[src/rtl/indice_buffer_loader_pkg.sv]
// Shared types and width derivations for the column-index double-buffer loader.
package indice_buffer_loader_pkg;

    typedef enum logic {
        BANK_A = 1'b0,
        BANK_B = 1'b1
    } bank_sel_t;

    typedef enum logic {
        FILL      = 1'b0,
        WAIT_FREE = 1'b1
    } state_t;

    localparam int DEFAULT_K = 1024;

    function automatic int addrWidth(input int k);
        return $clog2(k * k / 32);
    endfunction

    function automatic int idxWidth(input int k);
        return $clog2(k);
    endfunction

    function automatic int cntWidth(input int addrW);
        return addrW + 1;
    endfunction

endpackage

[src/rtl/indice_buffer_loader_if.sv]
// Valid/ready index stream feeding the loader: up to two indices per beat.
interface indice_buffer_loader_if
    import indice_buffer_loader_pkg::*;
#(
    parameter int IDX_W = idxWidth(DEFAULT_K)
);

    logic             in_valid;
    logic             in_ready;
    logic [IDX_W-1:0] in_idx0;
    logic [IDX_W-1:0] in_idx1;
    logic [1:0]       in_cnt;
    logic             in_last;

    modport master (
        output in_valid,
        output in_idx0,
        output in_idx1,
        output in_cnt,
        output in_last,
        input  in_ready
    );

    modport slave (
        input  in_valid,
        input  in_idx0,
        input  in_idx1,
        input  in_cnt,
        input  in_last,
        output in_ready
    );

endinterface

[src/rtl/indice_buffer_loader_bank_port_mux.sv]
// Per-bank port selection: the write stage owns the bank when it targets it,
// otherwise the consumer's read request drives the ports.
module bank_port_mux
    import indice_buffer_loader_pkg::*;
#(
    parameter int ADDR_W = addrWidth(DEFAULT_K),
    parameter int IDX_W  = idxWidth(DEFAULT_K)
) (
    input  logic              wrSel,
    input  logic              wrEn1,
    input  logic              wrEn2,
    input  logic [ADDR_W-1:0] wrAddr1,
    input  logic [ADDR_W-1:0] wrAddr2,
    input  logic [IDX_W-1:0]  wrData1,
    input  logic [IDX_W-1:0]  wrData2,
    input  logic              consRdEn,
    input  logic [ADDR_W-1:0] consAddr1,
    input  logic [ADDR_W-1:0] consAddr2,
    output logic              enable,
    output logic              writeEnable1,
    output logic              writeEnable2,
    output logic [ADDR_W-1:0] address1,
    output logic [ADDR_W-1:0] address2,
    output logic [IDX_W-1:0]  writeData1,
    output logic [IDX_W-1:0]  writeData2
);

    always_comb begin
        enable       = consRdEn;
        writeEnable1 = 1'b0;
        writeEnable2 = 1'b0;
        address1     = consAddr1;
        address2     = consAddr2;
        writeData1   = wrData1;
        writeData2   = wrData2;
        if (wrSel) begin
            enable       = 1'b1;
            writeEnable1 = wrEn1;
            writeEnable2 = wrEn2;
            address1     = wrAddr1;
            address2     = wrAddr2;
        end
    end

endmodule

[src/rtl/indice_buffer_loader.sv]
// Fill stage for the ping-pong column-index buffer: writes the input stream into
// the current fill bank and hands completed banks to the consumer.
module indice_buffer_loader
    import indice_buffer_loader_pkg::*;
#(
    parameter int K      = DEFAULT_K,
    parameter int ADDR_W = addrWidth(K),
    parameter int IDX_W  = idxWidth(K),
    parameter int DEPTH  = 2 ** ADDR_W,
    parameter int CNT_W  = cntWidth(ADDR_W)
) (
    input  logic                 clk,
    input  logic                 rst,
    indice_buffer_loader_if.slave inStream,
    output logic [1:0]           bank_valid,
    output logic [CNT_W-1:0]     bank_count_a,
    output logic [CNT_W-1:0]     bank_count_b,
    input  logic [1:0]           cons_release,
    input  logic [1:0]           cons_rd_en,
    input  logic [ADDR_W-1:0]    cons_addr1,
    input  logic [ADDR_W-1:0]    cons_addr2,
    output logic                 err_overflow,
    output logic                 enableA,
    output logic                 enableB,
    output logic                 writeEnableA1,
    output logic                 writeEnableA2,
    output logic                 writeEnableB1,
    output logic                 writeEnableB2,
    output logic [ADDR_W-1:0]    addressportA1,
    output logic [ADDR_W-1:0]    addressportA2,
    output logic [ADDR_W-1:0]    addressportB1,
    output logic [ADDR_W-1:0]    addressportB2,
    output logic [IDX_W-1:0]     writeportA1,
    output logic [IDX_W-1:0]     writeportA2,
    output logic [IDX_W-1:0]     writeportB1,
    output logic [IDX_W-1:0]     writeportB2
);

    localparam logic [CNT_W:0] DEPTH_EXT = (CNT_W + 1)'(DEPTH);

    state_t           state;
    bank_sel_t        fillSel;
    logic [CNT_W-1:0] wrPtr;
    logic [1:0]       bankValid;
    logic [CNT_W-1:0] countA;
    logic [CNT_W-1:0] countB;
    logic             errOverflow;

    logic              pipeWe1;
    logic              pipeWe2;
    logic              pipeLast;
    bank_sel_t         pipeBank;
    logic [ADDR_W-1:0] pipeAddr1;
    logic [ADDR_W-1:0] pipeAddr2;
    logic [IDX_W-1:0]  pipeData1;
    logic [IDX_W-1:0]  pipeData2;
    logic [CNT_W-1:0]  pipeCount;

    logic             accept;
    logic             want0;
    logic             want1;
    logic             fit0;
    logic             fit1;
    logic [CNT_W:0]   ptrExt;
    logic [CNT_W:0]   ptrSum;
    logic [CNT_W-1:0] nextPtr;
    logic [1:0]       setVec;
    logic [1:0]       nextValid;
    bank_sel_t        otherBank;

    assign inStream.in_ready = (state == FILL);
    assign accept            = inStream.in_valid && inStream.in_ready;

    always_comb begin
        want0   = (inStream.in_cnt != 2'd0);
        want1   = (inStream.in_cnt == 2'd2);
        ptrExt  = {1'b0, wrPtr};
        fit0    = (ptrExt < DEPTH_EXT);
        fit1    = ((ptrExt + 1'b1) < DEPTH_EXT);
        ptrSum  = ptrExt + (CNT_W + 1)'(inStream.in_cnt);
        nextPtr = (ptrSum > DEPTH_EXT) ? CNT_W'(DEPTH_EXT) : CNT_W'(ptrSum);
        otherBank = (fillSel == BANK_A) ? BANK_B : BANK_A;
        setVec  = 2'b00;
        if (pipeLast) begin
            setVec = (pipeBank == BANK_A) ? 2'b01 : 2'b10;
        end
        // A set landing in the same cycle as a release of that bank wins.
        nextValid = setVec | (bankValid & ~cons_release);
    end

    always_ff @(posedge clk) begin
        if (rst) begin
            state       <= FILL;
            fillSel     <= BANK_A;
            wrPtr       <= '0;
            bankValid   <= '0;
            countA      <= '0;
            countB      <= '0;
            errOverflow <= 1'b0;
            pipeWe1     <= 1'b0;
            pipeWe2     <= 1'b0;
            pipeLast    <= 1'b0;
            pipeBank    <= BANK_A;
            pipeAddr1   <= '0;
            pipeAddr2   <= '0;
            pipeData1   <= '0;
            pipeData2   <= '0;
            pipeCount   <= '0;
        end else begin
            bankValid <= nextValid;
            if (pipeLast) begin
                if (pipeBank == BANK_A) countA <= pipeCount;
                else                    countB <= pipeCount;
            end

            pipeWe1  <= 1'b0;
            pipeWe2  <= 1'b0;
            pipeLast <= 1'b0;

            case (state)
                FILL: begin
                    if (accept) begin
                        pipeWe1   <= want0 && fit0;
                        pipeWe2   <= want1 && fit1;
                        pipeLast  <= inStream.in_last;
                        pipeBank  <= fillSel;
                        pipeAddr1 <= ADDR_W'(wrPtr);
                        pipeAddr2 <= ADDR_W'(wrPtr + 1'b1);
                        pipeData1 <= inStream.in_idx0;
                        pipeData2 <= inStream.in_idx1;
                        pipeCount <= nextPtr;
                        if ((want0 && !fit0) || (want1 && !fit1)) begin
                            errOverflow <= 1'b1;
                        end
                        // Switching banks here lets the very next beat target the
                        // new bank while the last write of the old one commits.
                        if (inStream.in_last) begin
                            fillSel <= otherBank;
                            wrPtr   <= '0;
                            state   <= nextValid[otherBank] ? WAIT_FREE : FILL;
                        end else begin
                            wrPtr <= nextPtr;
                        end
                    end
                end
                WAIT_FREE: begin
                    if (!nextValid[fillSel]) begin
                        state <= FILL;
                    end
                end
                default: state <= FILL;
            endcase
        end
    end

    assign bank_valid   = bankValid;
    assign bank_count_a = countA;
    assign bank_count_b = countB;
    assign err_overflow = errOverflow;

    logic wrSelA;
    logic wrSelB;
    assign wrSelA = (pipeWe1 || pipeWe2) && (pipeBank == BANK_A);
    assign wrSelB = (pipeWe1 || pipeWe2) && (pipeBank == BANK_B);

    bank_port_mux #(.ADDR_W(ADDR_W), .IDX_W(IDX_W)) muxA (
        .wrSel        (wrSelA),
        .wrEn1        (pipeWe1),
        .wrEn2        (pipeWe2),
        .wrAddr1      (pipeAddr1),
        .wrAddr2      (pipeAddr2),
        .wrData1      (pipeData1),
        .wrData2      (pipeData2),
        .consRdEn     (cons_rd_en[0]),
        .consAddr1    (cons_addr1),
        .consAddr2    (cons_addr2),
        .enable       (enableA),
        .writeEnable1 (writeEnableA1),
        .writeEnable2 (writeEnableA2),
        .address1     (addressportA1),
        .address2     (addressportA2),
        .writeData1   (writeportA1),
        .writeData2   (writeportA2)
    );

    bank_port_mux #(.ADDR_W(ADDR_W), .IDX_W(IDX_W)) muxB (
        .wrSel        (wrSelB),
        .wrEn1        (pipeWe1),
        .wrEn2        (pipeWe2),
        .wrAddr1      (pipeAddr1),
        .wrAddr2      (pipeAddr2),
        .wrData1      (pipeData1),
        .wrData2      (pipeData2),
        .consRdEn     (cons_rd_en[1]),
        .consAddr1    (cons_addr1),
        .consAddr2    (cons_addr2),
        .enable       (enableB),
        .writeEnable1 (writeEnableB1),
        .writeEnable2 (writeEnableB2),
        .address1     (addressportB1),
        .address2     (addressportB2),
        .writeData1   (writeportB1),
        .writeData2   (writeportB2)
    );

endmodule

[src/flat_wrapper.sv]
// flat-port wrapper written by rule: the top's interface ports become plain ports
module indice_buffer_loader_flat import indice_buffer_loader_pkg::*;
#(
    parameter int K      = DEFAULT_K,
    parameter int ADDR_W = addrWidth(K),
    parameter int IDX_W  = idxWidth(K),
    parameter int DEPTH  = 2 ** ADDR_W,
    parameter int CNT_W  = cntWidth(ADDR_W)
)
  (clk, rst, bank_valid, bank_count_a, bank_count_b, cons_release, cons_rd_en, cons_addr1, cons_addr2, err_overflow, enableA, enableB, writeEnableA1, writeEnableA2, writeEnableB1, writeEnableB2, addressportA1, addressportA2, addressportB1, addressportB2, writeportA1, writeportA2, writeportB1, writeportB2, inStream_in_valid, inStream_in_idx0, inStream_in_idx1, inStream_in_cnt, inStream_in_last, inStream_in_ready);
  indice_buffer_loader_if #(.IDX_W(IDX_W)) inStream_i ();
  input  logic clk;
  input  logic rst;
  output logic [1:0] bank_valid;
  output logic [CNT_W-1:0] bank_count_a;
  output logic [CNT_W-1:0] bank_count_b;
  input  logic [1:0] cons_release;
  input  logic [1:0] cons_rd_en;
  input  logic [ADDR_W-1:0] cons_addr1;
  input  logic [ADDR_W-1:0] cons_addr2;
  output logic err_overflow;
  output logic enableA;
  output logic enableB;
  output logic writeEnableA1;
  output logic writeEnableA2;
  output logic writeEnableB1;
  output logic writeEnableB2;
  output logic [ADDR_W-1:0] addressportA1;
  output logic [ADDR_W-1:0] addressportA2;
  output logic [ADDR_W-1:0] addressportB1;
  output logic [ADDR_W-1:0] addressportB2;
  output logic [IDX_W-1:0] writeportA1;
  output logic [IDX_W-1:0] writeportA2;
  output logic [IDX_W-1:0] writeportB1;
  output logic [IDX_W-1:0] writeportB2;
  input wire logic [$bits(inStream_i.in_valid)-1:0] inStream_in_valid;
  input wire logic [$bits(inStream_i.in_idx0)-1:0] inStream_in_idx0;
  input wire logic [$bits(inStream_i.in_idx1)-1:0] inStream_in_idx1;
  input wire logic [$bits(inStream_i.in_cnt)-1:0] inStream_in_cnt;
  input wire logic [$bits(inStream_i.in_last)-1:0] inStream_in_last;
  output wire logic [$bits(inStream_i.in_ready)-1:0] inStream_in_ready;
  assign inStream_i.in_valid = inStream_in_valid;
  assign inStream_i.in_idx0 = inStream_in_idx0;
  assign inStream_i.in_idx1 = inStream_in_idx1;
  assign inStream_i.in_cnt = inStream_in_cnt;
  assign inStream_i.in_last = inStream_in_last;
  assign inStream_in_ready = inStream_i.in_ready;
  indice_buffer_loader #(.K(K), .ADDR_W(ADDR_W), .IDX_W(IDX_W), .DEPTH(DEPTH), .CNT_W(CNT_W)) u_core (.clk(clk), .rst(rst), .inStream(inStream_i), .bank_valid(bank_valid), .bank_count_a(bank_count_a), .bank_count_b(bank_count_b), .cons_release(cons_release), .cons_rd_en(cons_rd_en), .cons_addr1(cons_addr1), .cons_addr2(cons_addr2), .err_overflow(err_overflow), .enableA(enableA), .enableB(enableB), .writeEnableA1(writeEnableA1), .writeEnableA2(writeEnableA2), .writeEnableB1(writeEnableB1), .writeEnableB2(writeEnableB2), .addressportA1(addressportA1), .addressportA2(addressportA2), .addressportB1(addressportB1), .addressportB2(addressportB2), .writeportA1(writeportA1), .writeportA2(writeportA2), .writeportB1(writeportB1), .writeportB2(writeportB2));
endmodule
[config.mk]
export PLATFORM = sky130hd
export DESIGN_NAME = indice_buffer_loader_flat
export DESIGN_NICKNAME = d
export VERILOG_FILES = /design/src/rtl/indice_buffer_loader_pkg.sv /design/src/rtl/indice_buffer_loader_if.sv /design/src/rtl/indice_buffer_loader_bank_port_mux.sv /design/src/rtl/indice_buffer_loader.sv /design/src/flat_wrapper.sv
export SDC_FILE = /design/constraint.sdc
export NUM_CORES = 1
export LEC_CHECK = 0
export CORE_MARGIN = 2
export CORE_UTILIZATION = 47
export DETAILED_ROUTE_END_ITERATION = 8
export PLACE_DENSITY = 0.78
export SYNTH_ARGS = -nofsm -noshare
export SYNTH_HDL_FRONTEND = slang
export SYNTH_SLANG_ARGS = --single-unit
[constraint.sdc]
create_clock -name clk -period 3.6 [get_ports clk]
set_input_delay 0.72 -clock clk [delete_from_list [all_inputs] [get_ports clk]]
set_output_delay 0.72 -clock clk [all_outputs]
set_load 0.02 [all_outputs]
==> impl_metrics.py, run 1 <==
metrics = {
    "outcome": {
        "outcome": "completed",
    },
    "cells_and_area": {
        "antenna_cells": 0,
        "final_nets": 962,
        "finish.instance_area_um2": 8790,
        "fillCellCount": 1057,
        "multi_input_area_um2": 3290,
        "areaGrowthSynthToFinish_pct": 42.5,
        "mostFrequentLayoutCell": "clkdlybuf4s50_1",
        "drive_above_1_share_pct": 15.7,
        "final_cell_mix": "clkdlybuf4s50_1 (200), nand2_1 (171), dfxtp_1 (123)",
        "regArea_um2": 2460,
    },
    "routing": {
        "ant_nets": 0,
        "drcViolationCount": 0,
        "drt-wirelength-per-cell_um": 16.7,
        "dr.pass1.iters": 5,
        "viasPerCell": 5.34,
        "drt_iter0_markers": 386,
        "vias": 5768,
        "wl_mm": 18.1,
    },
    "worst_setup_path": {
        "rrSetupSlack_ns": 0.58,
        "slowest_stage": "or4_1",
        "required_ns": 3.90,
        "crit_path_cell_trace": "clkdlybuf4s50_1, ha_1, inv_1, fa_1, nand3b_2, or4_1, nor2b_1, nor4_2, a21boi_4, buf_12, a211oi_2, a21o_1",
        "critical-path-top-delay-family": "simple AND/OR/NAND/NOR gates",
        "crit_arrival_ns": 3.77,
        "critPathLaunchType": "input pin",
        "crit_type": "in -> reg",
        "cp_max_fo": 9,
        "critPathMaxStageDelay_ns": 0.56,
        "endpoint_kind": "flip-flop",
        "critPathBufInv": 3,
    },
    "place": {
        "io_buffer_count": 201,
        "gp_congestion": 0.913,
        "dpl.hpwl_mm": 13.3,
        "placed_area_um2": 8180,
        "pre_cts_slack_ns": -0.289,
    },
    "die": {
        "die_w_um": 119,
        "fp.coreArea_um2": 12700,
        "die-area_um2": 14100,
        "num_rows": 41,
        "start_util_pct": 48.5,
        "ioPinCount": 202,
        "die_y_um": 119,
    },
    "synthesis": {
        "syn_inst": 736,
        "synth-seq-cells": 123,
        "synth_cell_type_count": 60,
        "ys_seq_area_share_pct": 39.9,
        "synth_area_um2": 6170,
        "synthFlopType": "dfxtp_1",
        "synth_edf_count": 0,
        "synth_warnings": 0,
        "syn_nets": 800,
        "synth_area_per_cell_um2": 8.39,
        "synthArstFlopShare_pct": 0,
    },
    "sta": {
        "report.final.slew_viol_count": 0,
        "max_freq_mhz": 288,
        "timing.hold.ws_ns": 0.454,
        "slew_headroom_pct": 29.0,
        "fin_ws_ns": 0.127,
        "setup_viol_count_final": 0,
        "worst_slew_pin_slew_ns": 1.06,
        "skew_ns": 0.00788,
        "rsz0062_at_grt": "false",
        "fin_crit_sh_pct": 96.5,
        "period_minus_slack_ns": 3.47,
        "finalHoldViolations": 0,
    },
    "power_and_ir_drop": {
        "p_seq_share_pct": 38.2,
        "p_switching_uw": 911,
        "ir_drop_uv": 299,
        "pwr-share-clk_pct": 46.5,
        "powerDensity_nw_per_um2": 426,
        "combPwrFrac_pct": 15.4,
        "p_sw_share_pct": 24.3,
        "p_int_uw": 2830,
        "p_leak_uw": 0.00320,
        "power_uw": 3740,
    },
    "clock_tree": {
        "cts_tree": "yes",
        "clk_latency_ns": 0.41,
        "cts_buffer_depth": 2,
        "path_clk_slew_ns": 0.05,
        "clock_sinks": 123,
        "cts_buffers": 17,
        "htreeDepth": 4,
        "cts_root_buf": "clkbuf_16",
    },
    "global_routing": {
        "grt_max_degree": 61,
        "antenna_found_initial": 0,
        "grt_overflow_total": 0,
        "grt_pass1_wl_mm": 29.3,
        "grt_pass1_vias": 5713,
        "grt_usage_pct": 25.9,
    },
    "job": {
        "drv_cap": 0,
    },
    "worst_hold_path": {
        "hold_class": "reg -> reg",
    },
}
kinds of logic after synthesis:
| family | share of synthesized area [%] |
|---|---|
| compound gates | 16.3 |
| xor+xnor | 2.98 |
| fa+ha+maj | 0.933 |
| buf+inv | 7.30 |
| flops | 39.9 |
| mux | 10.9 |
| simple gates | 21.7 |
per-layer routing:
| metal | GRT usage [%] | part of all wire (%) |
|---|---|---|
| met3 | 5.79 | 5.3 |
| met2 | 45.1 | 50 |
| met5 | 0 | 0 |
| met4 | 9.52 | 2.3 |
| met1 | 31.0 | 43 |
tightest hold or removal path, stage by stage (launching register included):
cell,delay (ns)
dfxtp_1,0.30
nand2_1,0.05
a21oi_1,0.05
Yosys cell counts, types with 10 or more instances:
cell type / number / area [um^2]
nor2_1: 37 / 139
mux2_2: 60 / 676
nand3_1: 10 / 50.1
a21oi_1: 78 / 390
o21ai_2: 10 / 87.6
nand2_1: 172 / 646
dfxtp_1: 123 / 2460
xnor2_1: 10 / 87.6
nand2b_1: 12 / 75.1
xor2_1: 11 / 96.3
inv_1: 11 / 41.3
a211oi_1: 16 / 120
buf_4: 25 / 188
clkbuf_1: 39 / 146
power by group through the flow:
stage                     logic [uW]  registers [uW]  clock network, uW
final                            576            1430               1740
after global routing             612            1430               1830
after CTS                        579            1430               1750
after detailed placement         576            1460                  0
after global placement           566            1450                  0
after floorplan                  302            1460                  0
sequential cells by signal (all words and copies together), names as in the netlist:
| register | count |
|---|---|
| u_core.pipeLast | 1 |
| u_core.pipeBank | 1 |
| u_core.pipeCount | 16 |
| u_core.pipeData1 | 10 |
| u_core.pipeData2 | 10 |
| u_core.wrPtr | 16 |
| u_core.bank_count_b | 16 |
| u_core.fillSel | 1 |
| u_core.bank_count_a | 16 |
| u_core.pipeWe1 | 1 |
| u_core.err_overflow | 1 |
| u_core.state | 1 |
| u_core.bank_valid | 2 |
| u_core.pipeWe2 | 1 |
| u_core.pipeAddr1 | 15 |
| u_core.pipeAddr2 | 15 |
stage by stage:
stage | instances | utilization, % | setup TNS (ns)
after CTS | 1081 | 69.0 | 0
after floorplan | 736 | - | 0
after global routing | 1081 | 69.1 | 0
after detailed placement | 1051 | 64.3 | -5.94
final | 1081 | 69.1 | 0
after global placement | 1051 | 64.3 | -4.93
path summary, 6_finish.rpt:
kind | start | end | cells past startpoint
min | u_core.bank_count_a[1] | u_core.bank_count_a[1] | 2
max | inStream_in_cnt[0] | u_core.wrPtr[7] | 12
max reg2reg | u_core.wrPtr[0] | u_core.wrPtr[7] | 11
min reg2reg | u_core.bank_count_a[1] | u_core.bank_count_a[1] | 2
area by class of cell:
type | count | share of cell area, %
clock inverter | 7 | 1.29
inverter | 11 | 0.470
multi-input combinational | 524 | 37.4
timing repair buffer | 221 | 24.8
tap | 172 | 2.45
clock buffer | 23 | 5.55
sequential | 123 | 28.0
what timing repair did:
action | in CTS | in global routing
setup buffers | 0 | 0
resized for setup | 0 | 1
endpoints found under the setup margin | 0 | 9
hold buffers | 0 | 0
hold endpoints to repair | 0 | 0
(Power assumes the default switching activity.)
==> run 2, diff against run 1 <==
--- a/config.mk
+++ b/config.mk
@@ -9,6 +9,7 @@
 export CORE_UTILIZATION = 47
 export DETAILED_ROUTE_END_ITERATION = 8
 export PLACE_DENSITY = 0.78
+export SETUP_SLACK_MARGIN = 0.5
 export SYNTH_ARGS = -nofsm -noshare
 export SYNTH_HDL_FRONTEND = slang
 export SYNTH_SLANG_ARGS = --single-unit
==> run 2 against run 1 <==
Against the previous run: non-clock buffer count grew 2; clock skew grew 0.0023 ns; via count is essentially flat; critical path type unchanged.
==> impl_metrics.py, run 2 (same netlist as run 1, synthesis figures left out) <==
metrics = {
    "die": {
        "num_rows": 41,
        "die-area_um2": 14100,
        "start_util_pct": 48.5,
        "die_w_um": 119,
        "die_y_um": 119,
        "fp.coreArea_um2": 12700,
        "ioPinCount": 202,
    },
    "routing": {
        "vias": 5773,
        "drt-wirelength-per-cell_um": 16.5,
        "drt_iter0_markers": 565,
        "wl_mm": 17.9,
        "dr.pass1.iters": 4,
        "ant_nets": 0,
        "drcViolationCount": 0,
        "viasPerCell": 5.31,
    },
    "worst_hold_path": {
        "hold_class": "reg -> reg",
    },
    "cells_and_area": {
        "final_nets": 966,
        "areaGrowthSynthToFinish_pct": 43.9,
        "final_cell_mix": "clkdlybuf4s50_1 (198), nand2_1 (171), dfxtp_1 (121)",
        "drive_above_1_share_pct": 17.2,
        "mostFrequentLayoutCell": "clkdlybuf4s50_1",
        "fillCellCount": 1015,
        "finish.instance_area_um2": 8880,
        "final_cells": 1088,
    },
    "place": {
        "dpl.hpwl_mm": 12.9,
        "io_buffer_count": 201,
        "placedCellCount": 1048,
        "gp_congestion": 0.845,
        "placed_area_um2": 8150,
    },
    "sta": {
        "setup_viol_count_final": 0,
        "slew_headroom_pct": 29.2,
        "fin_crit_sh_pct": 84.0,
        "finalHoldViolations": 0,
        "fin_tns_setup_ns": 0,
        "skew_ns": 0.0102,
        "timing.hold.ws_ns": 0.459,
        "rsz0062_at_grt": "false",
        "report.final.slew_viol_count": 0,
        "period_minus_slack_ns": 3.02,
        "worst_slew_pin_slew_ns": 1.06,
        "max_freq_mhz": 331,
    },
    "power_and_ir_drop": {
        "ir_drop_uv": 317,
        "p_leak_uw": 0.00324,
        "powerDensity_nw_per_um2": 430,
        "p_switching_uw": 955,
        "power_uw": 3820,
        "combPwrFrac_pct": 15.1,
        "p_seq_share_pct": 37.4,
        "p_int_uw": 2870,
        "pwr-share-clk_pct": 47.5,
        "p_sw_share_pct": 25.0,
    },
    "clock_tree": {
        "clk_latency_ns": 0.41,
        "cts_buffer_depth": 2,
        "path_clk_slew_ns": 0.06,
        "htreeDepth": 4,
        "cts_buffers": 17,
        "cts_tree": "yes",
        "cts_root_buf": "clkbuf_16",
        "clock_sinks": 123,
        "ctsHoldBuffers": 0,
    },
    "worst_setup_path": {
        "crit_arrival_ns": 3.32,
        "endpoint_kind": "flip-flop",
        "crit_type": "in -> reg",
        "required_ns": 3.90,
        "critPathLaunchType": "input pin",
        "cp_max_fo": 7,
    },
    "job": {
        "drv_cap": 0,
    },
    "global_routing": {
        "grt_overflow_total": 0,
        "grt_pass1_wl_mm": 28.8,
        "grt_usage_pct": 25.1,
        "grt_max_degree": 59,
        "antenna_found_initial": 2,
        "grt_pass1_vias": 5666,
    },
    "outcome": {
        "outcome": "completed",
    },
}
-- run 2: final timing paths --
kind	startpoint	to	slack (ns)	cells past startpoint
max	inStream_in_cnt[0]	u_core.wrPtr[7]	0.58	13
max reg2reg	u_core.wrPtr[0]	u_core.wrPtr[7]	0.70	12
min reg2reg	u_core.bank_count_a[9]	u_core.bank_count_a[9]	0.46	2
min	u_core.bank_count_a[9]	u_core.bank_count_a[9]	0.46	2
-- run 2: worst max-delay path: stages --
cell           delay (ns)
dlygate4sd2_1        0.23
ha_2                 0.18
inv_1                0.05
fa_2                 0.35
nand3b_4             0.17
or4_4                0.59
nor2b_4              0.15
nor4_4               0.05
buf_4                0.16
a21boi_4             0.25
buf_6                0.18
a211oi_2             0.04
a21o_1               0.18
-- run 2: cell type report --
type,count,area [um^2],area share [%]
inverters,11,41.3,0.465
multi-input cells,526,3350,37.7
clock buffers,19,443,4.99
well taps,172,215,2.42
flip-flops and latches,123,2460,27.7
diodes,1,2.50,0.0282
repair buffers,223,2180,24.5
clock inverters,13,190,2.14
-- run 2: timing repair --
action,in CTS,in global routing
gates cloned,2,0
endpoints found under the setup margin,53,5
buffers inserted,5,0
resized for setup,9,2
pin swaps,3,1
-- run 2: per-layer routing --
layer  track usage [%]  part of all wire (%)
met1              31.1                    42
met2              42.8                    50
met3              5.16                   5.3
met4              9.30                   2.2
met5                 0                 0.073
-- run 2: power by group through the flow --
stage,logic [uW],clock network (uW),registers [uW]
floorplan,303,0,1460
global placement,557,0,1460
detailed placement,567,0,1460
CTS,579,1830,1430
global route,611,1890,1430
finish,576,1820,1430
-- run 2: metrics by stage --
stage | setup WS, ns | utilization [%]
finish | 0.578 | 69.8
global route | 0.507 | 69.8
CTS | 0.604 | 69.8
detailed placement | -0.119 | 64.1
global placement | -0.0705 | 64.1
floorplan | 0.539 | -
==> run 3, diff against run 2 <==
--- a/config.mk
+++ b/config.mk
@@ -6,9 +6,9 @@
 export NUM_CORES = 1
 export LEC_CHECK = 0
 export CORE_MARGIN = 2
-export CORE_UTILIZATION = 47
+export CORE_UTILIZATION = 42
 export DETAILED_ROUTE_END_ITERATION = 8
-export PLACE_DENSITY = 0.78
+export PLACE_DENSITY = 0.73
 export SETUP_SLACK_MARGIN = 0.5
 export SYNTH_ARGS = -nofsm -noshare
 export SYNTH_HDL_FRONTEND = slang
==> constraint.sdc (replaced) <==
create_clock -name clk -period 2.6 [get_ports clk]
set_input_delay 0.52 -clock clk [delete_from_list [all_inputs] [get_ports clk]]
set_output_delay 0.52 -clock clk [all_outputs]
set_load 0.02 [all_outputs]
==> run 3 against run 2 <==
Against the previous run: the run now ends with setup timing left; non-clock buffer count increased by 71; sequential power rose by 38%; via count rose by 9.4%; total power is 41% higher; clock power up 31%; clock skew shrank 0.0025 ns; combinational power up 79%; final cell count increased by 7.4%; setup slack got worse by 0.72 ns; highest routed layer is now met4.
==> impl_metrics.py, run 3 (same netlist as run 1, synthesis figures left out) <==
metrics = {
    "outcome": {
        "outcome": "finished, violations left",
        "violations": "setup timing",
    },
    "place": {
        "pre_cts_slack_ns": -0.776,
        "placed_area_um2": 8510,
        "placedCellCount": 1098,
        "gp_congestion": 0.865,
        "dpl.hpwl_mm": 12.4,
        "io_buffer_count": 201,
    },
    "worst_setup_path": {
        "critPathLaunchType": "flip-flop",
        "slowest_stage": "or4_4",
        "required_ns": 2.91,
        "crit_type": "reg -> reg",
        "crit_arrival_ns": 3.06,
        "critPathMaxStageDelay_ns": 0.54,
        "startpoint": "u_core.wrPtr[0]",
        "cp_max_fo": 5,
        "crit_end": "u_core.wrPtr[6]",
        "rr_worst_depth": 12,
        "rrSetupSlack_ns": -0.15,
        "endpoint_kind": "flip-flop",
        "worstReg2RegEnd": "u_core.wrPtr[6]",
        "worstReg2RegStart": "u_core.wrPtr[0]",
        "crit_path_cell_trace": "ha_4, inv_2, fa_2, nand3b_4, or4_4, nor2b_4, nor4_4, buf_4, a21boi_4, buf_6, a211oi_2, a21o_1",
    },
    "cells_and_area": {
        "drive_above_1_share_pct": 32.2,
        "final_cells": 1169,
        "post-route-util_pct": 70.5,
        "final_cell_mix": "nand2_1 (170), clkdlybuf4s50_1 (132), dfxtp_1 (116)",
        "mostFrequentLayoutCell": "nand2_1",
        "areaGrowthSynthToFinish_pct": 64.7,
        "finish.instance_area_um2": 10200,
        "antenna_cells": 0,
        "final_nets": 1036,
    },
    "power_and_ir_drop": {
        "p_switching_uw": 1440,
        "combPwrFrac_pct": 19.2,
        "p_sw_share_pct": 26.8,
        "pwr-share-clk_pct": 44.1,
        "ir_drop_uv": 435,
        "p_int_uw": 3950,
        "p_seq_share_pct": 36.7,
        "powerDensity_nw_per_um2": 530,
        "p_leak_uw": 0.00420,
    },
    "sta": {
        "slew_headroom_pct": 28.4,
        "skew_ns": 0.00768,
        "report.final.slew_viol_count": 0,
        "fin_crit_sh_pct": 106,
        "setup_viol_count_final": 21,
        "worst_slew_pin_slew_ns": 1.07,
        "fin_ws_ns": -0.146,
        "period_minus_slack_ns": 2.75,
        "rsz0062_at_grt": "true",
        "max_freq_mhz": 364,
        "finalHoldViolations": 0,
        "timing.hold.ws_ns": 0.452,
    },
    "routing": {
        "drt_iter0_markers": 564,
        "vias": 6315,
        "wl_mm": 21.5,
        "ant_nets": 0,
        "viasPerCell": 5.40,
        "dr.pass1.iters": 5,
        "drt-wirelength-per-cell_um": 18.4,
        "drcViolationCount": 0,
    },
    "die": {
        "start_util_pct": 42.8,
        "die-area_um2": 15700,
        "ioPinCount": 202,
        "die_y_um": 125,
        "num_rows": 44,
        "fp.coreArea_um2": 14400,
        "die_w_um": 125,
    },
    "job": {
        "drv_cap": 0,
    },
    "global_routing": {
        "grt_pass1_vias": 6020,
        "antenna_found_initial": 0,
        "grt_overflow_total": 0,
        "grt_usage_pct": 24.7,
        "grt_pass1_wl_mm": 31.5,
        "grt_max_degree": 100,
    },
    "worst_hold_path": {
        "hold_class": "reg -> reg",
        "min_from": "u_core.bank_count_b[10]",
    },
    "clock_tree": {
        "htreeDepth": 4,
        "cts_buffers": 17,
        "cts_tree": "yes",
        "path_clk_slew_ns": 0.06,
        "ctsHoldBuffers": 0,
        "cts_root_buf": "clkbuf_16",
        "cts_buffer_depth": 2,
        "clock_sinks": 123,
        "clk_latency_ns": 0.42,
    },
}
[run 3: changes by cell type in the layout (fill, tap and decap cells not counted), sizes merged]
cell           delta
diode             -1
bufinv            -2
buf             +133
clkdlybuf4s50    -66
dlygate4sd2       +2
nand2b            -1
clkdlybuf4s15     +2
clkinvlp          +1
clkinv            +1
[run 3: repair_timing]
| item | CTS | global route |
|---|---|---|
| pin swaps | 5 | 11 |
| setup buffers | 20 | 14 |
| endpoints found under the setup margin | 101 | 100 |
| cloned | 5 | 0 |
| resized for setup | 407 | 111 |
[run 3: stage by stage]
stage / total power [uW] / setup TNS, ns
6_report: 5390 / -1.96
5_1_grt: 5550 / -3.43
4_1_cts: 5280 / -1.11
3_5_place_dp: 2830 / -19.33
3_3_place_gp: 2820 / -18.28
2_1_floorplan: 2450 / -2.29
[run 3: final cells by class]
class	instances	area, um^2
Tap cell	184	230
Sequential cell	123	2480
Clock buffer	19	453
Clock inverter	13	143
Multi-Input combinational cell	525	3750
Fill cell	1034	4260
Inverter	11	41.3
Timing Repair Buffer	294	3070
[run 3: how the worst min path moves through the flow]
| stage | endpoint | slack, ns | depth (start not counted) |
|---|---|---|---|
| final | u_core.bank_count_b[10] | 0.45 | 2 |
| after global routing | u_core.bank_count_b[3] | 0.47 | 2 |
| after CTS | u_core.bank_count_a[14] | 0.45 | 2 |
| after detailed placement | u_core.bank_count_a[6] | 0.45 | 2 |
| after global placement | u_core.bank_count_a[15] | 0.44 | 2 |
| after floorplan | u_core.pipeAddr1[0] | 0.44 | 2 |
[run 3: layer usage]
| metal | routed length (um) | GRT usage, % |
|---|---|---|
| met5 | 0 | 0 |
| met3 | 1470 | 5.43 |
| met1 | 8730 | 31.4 |
| met4 | 611 | 8.17 |
| met2 | 10700 | 41.9 |
[run 3: worst max-delay path: cells and delay by family, from the launching register on]
| kind | cells | cell delay, ns |
|---|---|---|
| compound gates | 3 | 0.50 |
| fa+ha+maj | 2 | 0.46 |
| buf+inv | 3 | 0.39 |
| flops | 1 | 0.37 |
| simple gates | 4 | 0.93 |
[run 3: power groups by stage]
| stage | combinational, uW | sequential [uW] | clock (uW) |
|---|---|---|---|
| final | 1030 | 1980 | 2380 |
| after global routing | 1080 | 1980 | 2490 |
| after CTS | 923 | 1970 | 2380 |
| after detailed placement | 811 | 2010 | 0 |
| after global placement | 807 | 2010 | 0 |
| after floorplan | 422 | 2030 | 0 |
==> RTL edit 1: new RTL, settings of run 2 <==
Put one more register stage on the output `bank_count_b`. The value now appears one clock later. The other outputs are not delayed to match.
--- a/src/rtl/indice_buffer_loader.sv
+++ b/src/rtl/indice_buffer_loader.sv
@@ -155,7 +155,9 @@
 
     assign bank_valid   = bankValid;
     assign bank_count_a = countA;
-    assign bank_count_b = countB;
+    always_ff @(posedge clk) begin
+        bank_count_b <= countB;
+    end
     assign err_overflow = errOverflow;
 
     logic wrSelA;
Formal check against the unedited RTL: not equivalent (Yosys sat finds a counterexample within 4 cycles, from zero or initial values and one cycle with rst high).
==> RTL edit 1 against run 2 <==
Synthesized area increased by 2.5%. Wire length grew 2.2%. Combinational power rose by 2%. Final area grew 3.0%. Register-to-register slack improved by 0.10 ns. Non-clock buffer count grew 4. Via count is 1.7% higher. Worst setup slack better by 0.0081 ns. Power up 4.5%. Core utilization down 0.45 points. Sequential cell count rose by 16. Maximum frequency rose by 0.27%. Final cell count rose by 1.2%.
==> RTL edit 1: results <==
[outcome]
status = completed

[worst_setup_path]
critPathMaxStageDelay_ns = 0.57
crit-reg2reg-launch = u_core.wrPtr[2]
cp.arrival_ns = 2.29
r2r-end = u_core.pipeCount[4]
reg2reg_slack_ns = 0.80
cp_slowest_cell = clkdlybuf4s50_1
worstSetupStartpoint = u_core.pipeWe2
reg2reg_depth = 8
cp_top_family = buffers and inverters
cp_max_fo = 31

[global_route]
grt_pass1_vias = 5422
grtUsageTotal_pct = 24.9
grt_pass1_wl_mm = 28.3
antenna_found_initial = 0
grt_max_degree = 99

[logic_synthesis]
yosys_warnings = 0
synth_common_cells = nand2_1 (168), dfxtp_1 (139), a21oi_1 (76)
synth_area_leaders = dfxtp_1 (44%), mux2_2 (11%), nand2_1 (10%), a21oi_1 (6.0%), buf_4 (2.8%)
synth_fp_nets = 809
synth_flop_cell = dfxtp_1
synth-seq-area-share_pct = 44.0
synth_async_sr_flop_share_pct = 0
synthDistinctLibCells = 52

[timing]
relSlewSlack_pct = 26.8
skew_ns = 0.00512

[clock_tree]
h-tree-depth = 4
cts_buffers = 17
clk_latency_ns = 0.43
path_clk_slew_ns = 0.06

[placement]
dp.final_hpwl_mm = 12.4
place_area_sq_um = 8340
gp_congestion = 0.942
place_ws_ns = -0.145

[routing]
wl_per_cell_microns = 16.6
avgViaCountPerCell = 5.33
drt_iter0_markers = 548
firstDrtPassIters = 5

[power_and_ir_drop]
power.internal_mw = 2.98
p_leak_nw = 3.24
ir_worst_vdd_uv = 284

[hold_path]
min_path_cells = 0
whs_endpoint = u_core.bank_count_b[12]
min-delay-start = u_core.countB[12]
hold_path_class = reg2reg

[final_layout]
diodes = 0
nNetsFinal = 977
fillers = 992
seq_area_sq_um = 2780
drive_gt1_share_pct = 16.0
## RTL edit 1: worst max-delay path by stage
stage | to | slack (ns)
3_3_place_gp | u_core.wrPtr[12] | -0.09
5_1_grt | addressportB1[6] | 0.52
6_report | addressportB1[6] | 0.59
4_1_cts | addressportB1[6] | 0.44
3_5_place_dp | u_core.wrPtr[4] | -0.15
2_1_floorplan | u_core.wrPtr[11] | 0.53
## RTL edit 1: cells by family after synthesis
group,synth area share [%]
AO/OA/AOI/OAI,13.2
XOR/XNOR,3.74
adder cells (fa/ha/maj),0.910
buffers and inverters,6.92
flip-flops,44.0
multiplexers,11.0
AND/OR/NAND/NOR,20.2
## RTL edit 1: layout make-up
class / instances / share of cell area [%]
Inverter: 11 / 0.451
Timing Repair Buffer: 227 / 24.5
Multi-Input combinational cell: 517 / 35.5
Sequential cell: 139 / 30.4
Clock buffer: 18 / 4.80
Clock inverter: 13 / 1.85
Tap cell: 176 / 2.41
## RTL edit 1: what timing repair did
action,4_1_cts,5_1_grt
buffers inserted,1,5
gates resized for setup,10,13
cloned,1,0
pin swaps,1,5
endpoints found under the hold margin,0,0
setup endpoints to repair,59,71
## RTL edit 1: layer usage
metal,share of wire (%),track usage [%],wire [microns],vias to the layer above
li1,-,-,-,2840
met1,42,31.9,7720,2759
met2,49,41.4,9030,244
met3,6.8,6.08,1240,29
met4,1.6,7.87,298,0
met5,0,0,0,-
## RTL edit 1: through the flow
| stage | std cells | TNS, ns | hold slack (ns) |
|---|---|---|---|
| CTS | 1096 | 0 | 0.350 |
| finish | 1101 | 0 | 0.351 |
| global placement | 1063 | -0.901 | 0.336 |
| global route | 1101 | 0 | 0.357 |
| detailed placement | 1063 | -1.81 | 0.340 |
| floorplan | 745 | 0 | 0.331 |
## RTL edit 1: power groups by stage
stage / sequential, mW / clock, mW / combinational, mW
6_report: 1.61 / 1.79 / 0.590
5_1_grt: 1.61 / 1.88 / 0.625
4_1_cts: 1.61 / 1.80 / 0.578
3_5_place_dp: 1.64 / 0 / 0.563
3_3_place_gp: 1.64 / 0 / 0.558
2_1_floorplan: 1.65 / 0 / 0.295
==> RTL edit 2: new RTL, settings of run 2 <==
Made on the original files. Set the package constant `DEFAULT_K` to 2048 (it was 1024).
--- a/src/rtl/indice_buffer_loader_pkg.sv
+++ b/src/rtl/indice_buffer_loader_pkg.sv
@@ -11,7 +11,7 @@
         WAIT_FREE = 1'b1
     } state_t;
 
-    localparam int DEFAULT_K = 1024;
+    localparam int DEFAULT_K = 2048;
 
     function automatic int addrWidth(input int k);
         return $clog2(k * k / 32);
Interface: changed (14 resized); port bits go from 202 to 224. The function was not compared with the original's and may differ.
==> RTL edit 2 against run 2 <==
Final area up 11%. Wire length up 17%. Via count up 15%. Core utilization up 0.68 points. Worst setup slack better by 0.0041 ns. Synthesized area up 10%. Sequential cell count up 14. Power up 6.5%. Register-to-register slack better by 0.11 ns.
==> RTL edit 2: results <==
[logic_synthesis]
synth_fp_nets = 898
synthDistinctLibCells = 58
synth_area_leaders = dfxtp_1 (40%), mux2_2 (11%), nand2_1 (9.8%), a21oi_1 (6.8%), buf_4 (3.0%)
synth-seq-area-share_pct = 40.3
synth_common_cells = nand2_1 (177), dfxtp_1 (137), a21oi_1 (92)
synth_async_sr_flop_share_pct = 0
synth.avg_cell_area_sq_um = 8.22

[global_route]
grt_pass1_wl_mm = 33.8
grt_pass1_vias = 6616
grtUsageTotal_pct = 26.8
antenna_found_initial = 1

[timing]
worst_pin_slew_ns = 0.747
fin_crit_sh_pct = 83.8
skew_ns = 0.0105

[clock_tree]
cts_buffers = 17
clk_latency_ns = 0.42
h-tree-depth = 4
clock_path_buffers = 2
path_clk_slew_ns = 0.06
cts-root-buf = clkbuf_16

[hold_path]
hold_path_class = reg2reg

[placement]
placed_cells = 1177
place_ws_ns = -0.00336
place_area_sq_um = 9140
gp_congestion = 1.01
numPortBuffers = 223
dp.final_hpwl_mm = 14.4

[final_layout]
fillers = 1123
drive_gt1_share_pct = 16.3
nNetsFinal = 1092

[worst_setup_path]
crit-reg2reg-launch = u_core.wrPtr[3]
r2r-end = u_core.wrPtr[5]
crit_end = addressportB1[8]
reg2reg_slack_ns = 0.81
reg2reg_depth = 8
cp_max_fo = 13
worstSetupStartpoint = u_core.pipeWe1

[power_and_ir_drop]
ir_worst_vdd_uv = 332
p_leak_nw = 3.55

[routing]
drt_iter0_markers = 423
vias = 6652
wl_per_cell_microns = 17.2
firstDrtPassIters = 8
drt_wl_total_mm = 20.9

[outcome]
status = completed
## RTL edit 2: cell types whose count changed in the layout (fill, tap and decap cells not counted), moves of 7 or more
cell	run 2	this run
dfxtp_1	121	136
nor3_1	6	13
xnor2_1	10	19
o21ai_2	11	1
clkdlybuf4s50_1	198	220
mux2_2	60	69
a21oi_1	78	92
a22o_1	2	10
buf_4	21	35
nor2_1	37	53
## RTL edit 2: area by class of cell
type / instances / area (sq um) / share of cell area (%)
clock inverter: 11 / 146 / 1.48
clock buffer: 20 / 457 / 4.61
tap: 180 / 225 / 2.27
antenna: 1 / 2.50 / 0.0253
timing repair buffer: 263 / 2580 / 26.0
multi-input combinational: 590 / 3700 / 37.4
sequential: 137 / 2740 / 27.7
inverter: 13 / 48.8 / 0.493
## RTL edit 2: how the worst min path moves through the flow
stage,cells after the start,startpoint,to,slack [ns]
after floorplan,2,u_core.pipeCount[2],u_core.pipeCount[2],0.44
after global placement,2,u_core.err_overflow,u_core.err_overflow,0.44
after detailed placement,2,u_core.err_overflow,u_core.err_overflow,0.45
after CTS,2,u_core.err_overflow,u_core.err_overflow,0.45
after global routing,2,u_core.bank_count_b[0],u_core.bank_count_b[0],0.47
final,2,u_core.bank_count_b[0],u_core.bank_count_b[0],0.45
## RTL edit 2: timing repair
action                                  in CTS  in global routing
cloned                                       2                  0
hold buffers                                 0                  0
pin swaps                                    6                  7
setup buffers                                2                  2
resized for setup                            9                 11
endpoints found under the setup margin      69                 43
hold endpoints to repair                     0                  0
## RTL edit 2: critical path: stages, from the launching register on
cell and delay, ns:
dfxtp_1 0.44, o21ai_4 0.27, buf_4 0.26, mux2_2 0.35
clkdlybuf4s50_1 0.55
## RTL edit 2: cells by family (layout without fill, tap and decap cells)
group	Yosys count	after routing	synth area share (%)
adder cells (fa/ha/maj)	4	4	0.845
multiplexers	71	71	11.7
other	0	1	0
XOR/XNOR	28	28	3.60
flip-flops	137	137	40.3
AND/OR/NAND/NOR	313	313	20.2
buffers and inverters	102	307	7.35
AO/OA/AOI/OAI	173	174	16.0
## RTL edit 2: power by group
group / internal, mW / switching, mW / total (mW)
clock network: 1.12 / 0.659 / 1.78
registers: 1.56 / 0.0440 / 1.61
logic: 0.339 / 0.343 / 0.683
total: 3.02 / 1.05 / 4.07
## RTL edit 2: routing by layer
layer | wire [microns] | vias to the layer above | track usage, %
met1 | 8770 | 3099 | 33.3
met5 | 0 | - | 0
met4 | 510 | 0 | 9.39
met2 | 10000 | 293 | 44.8
met3 | 1620 | 44 | 7.00
li1 | - | 3216 | -
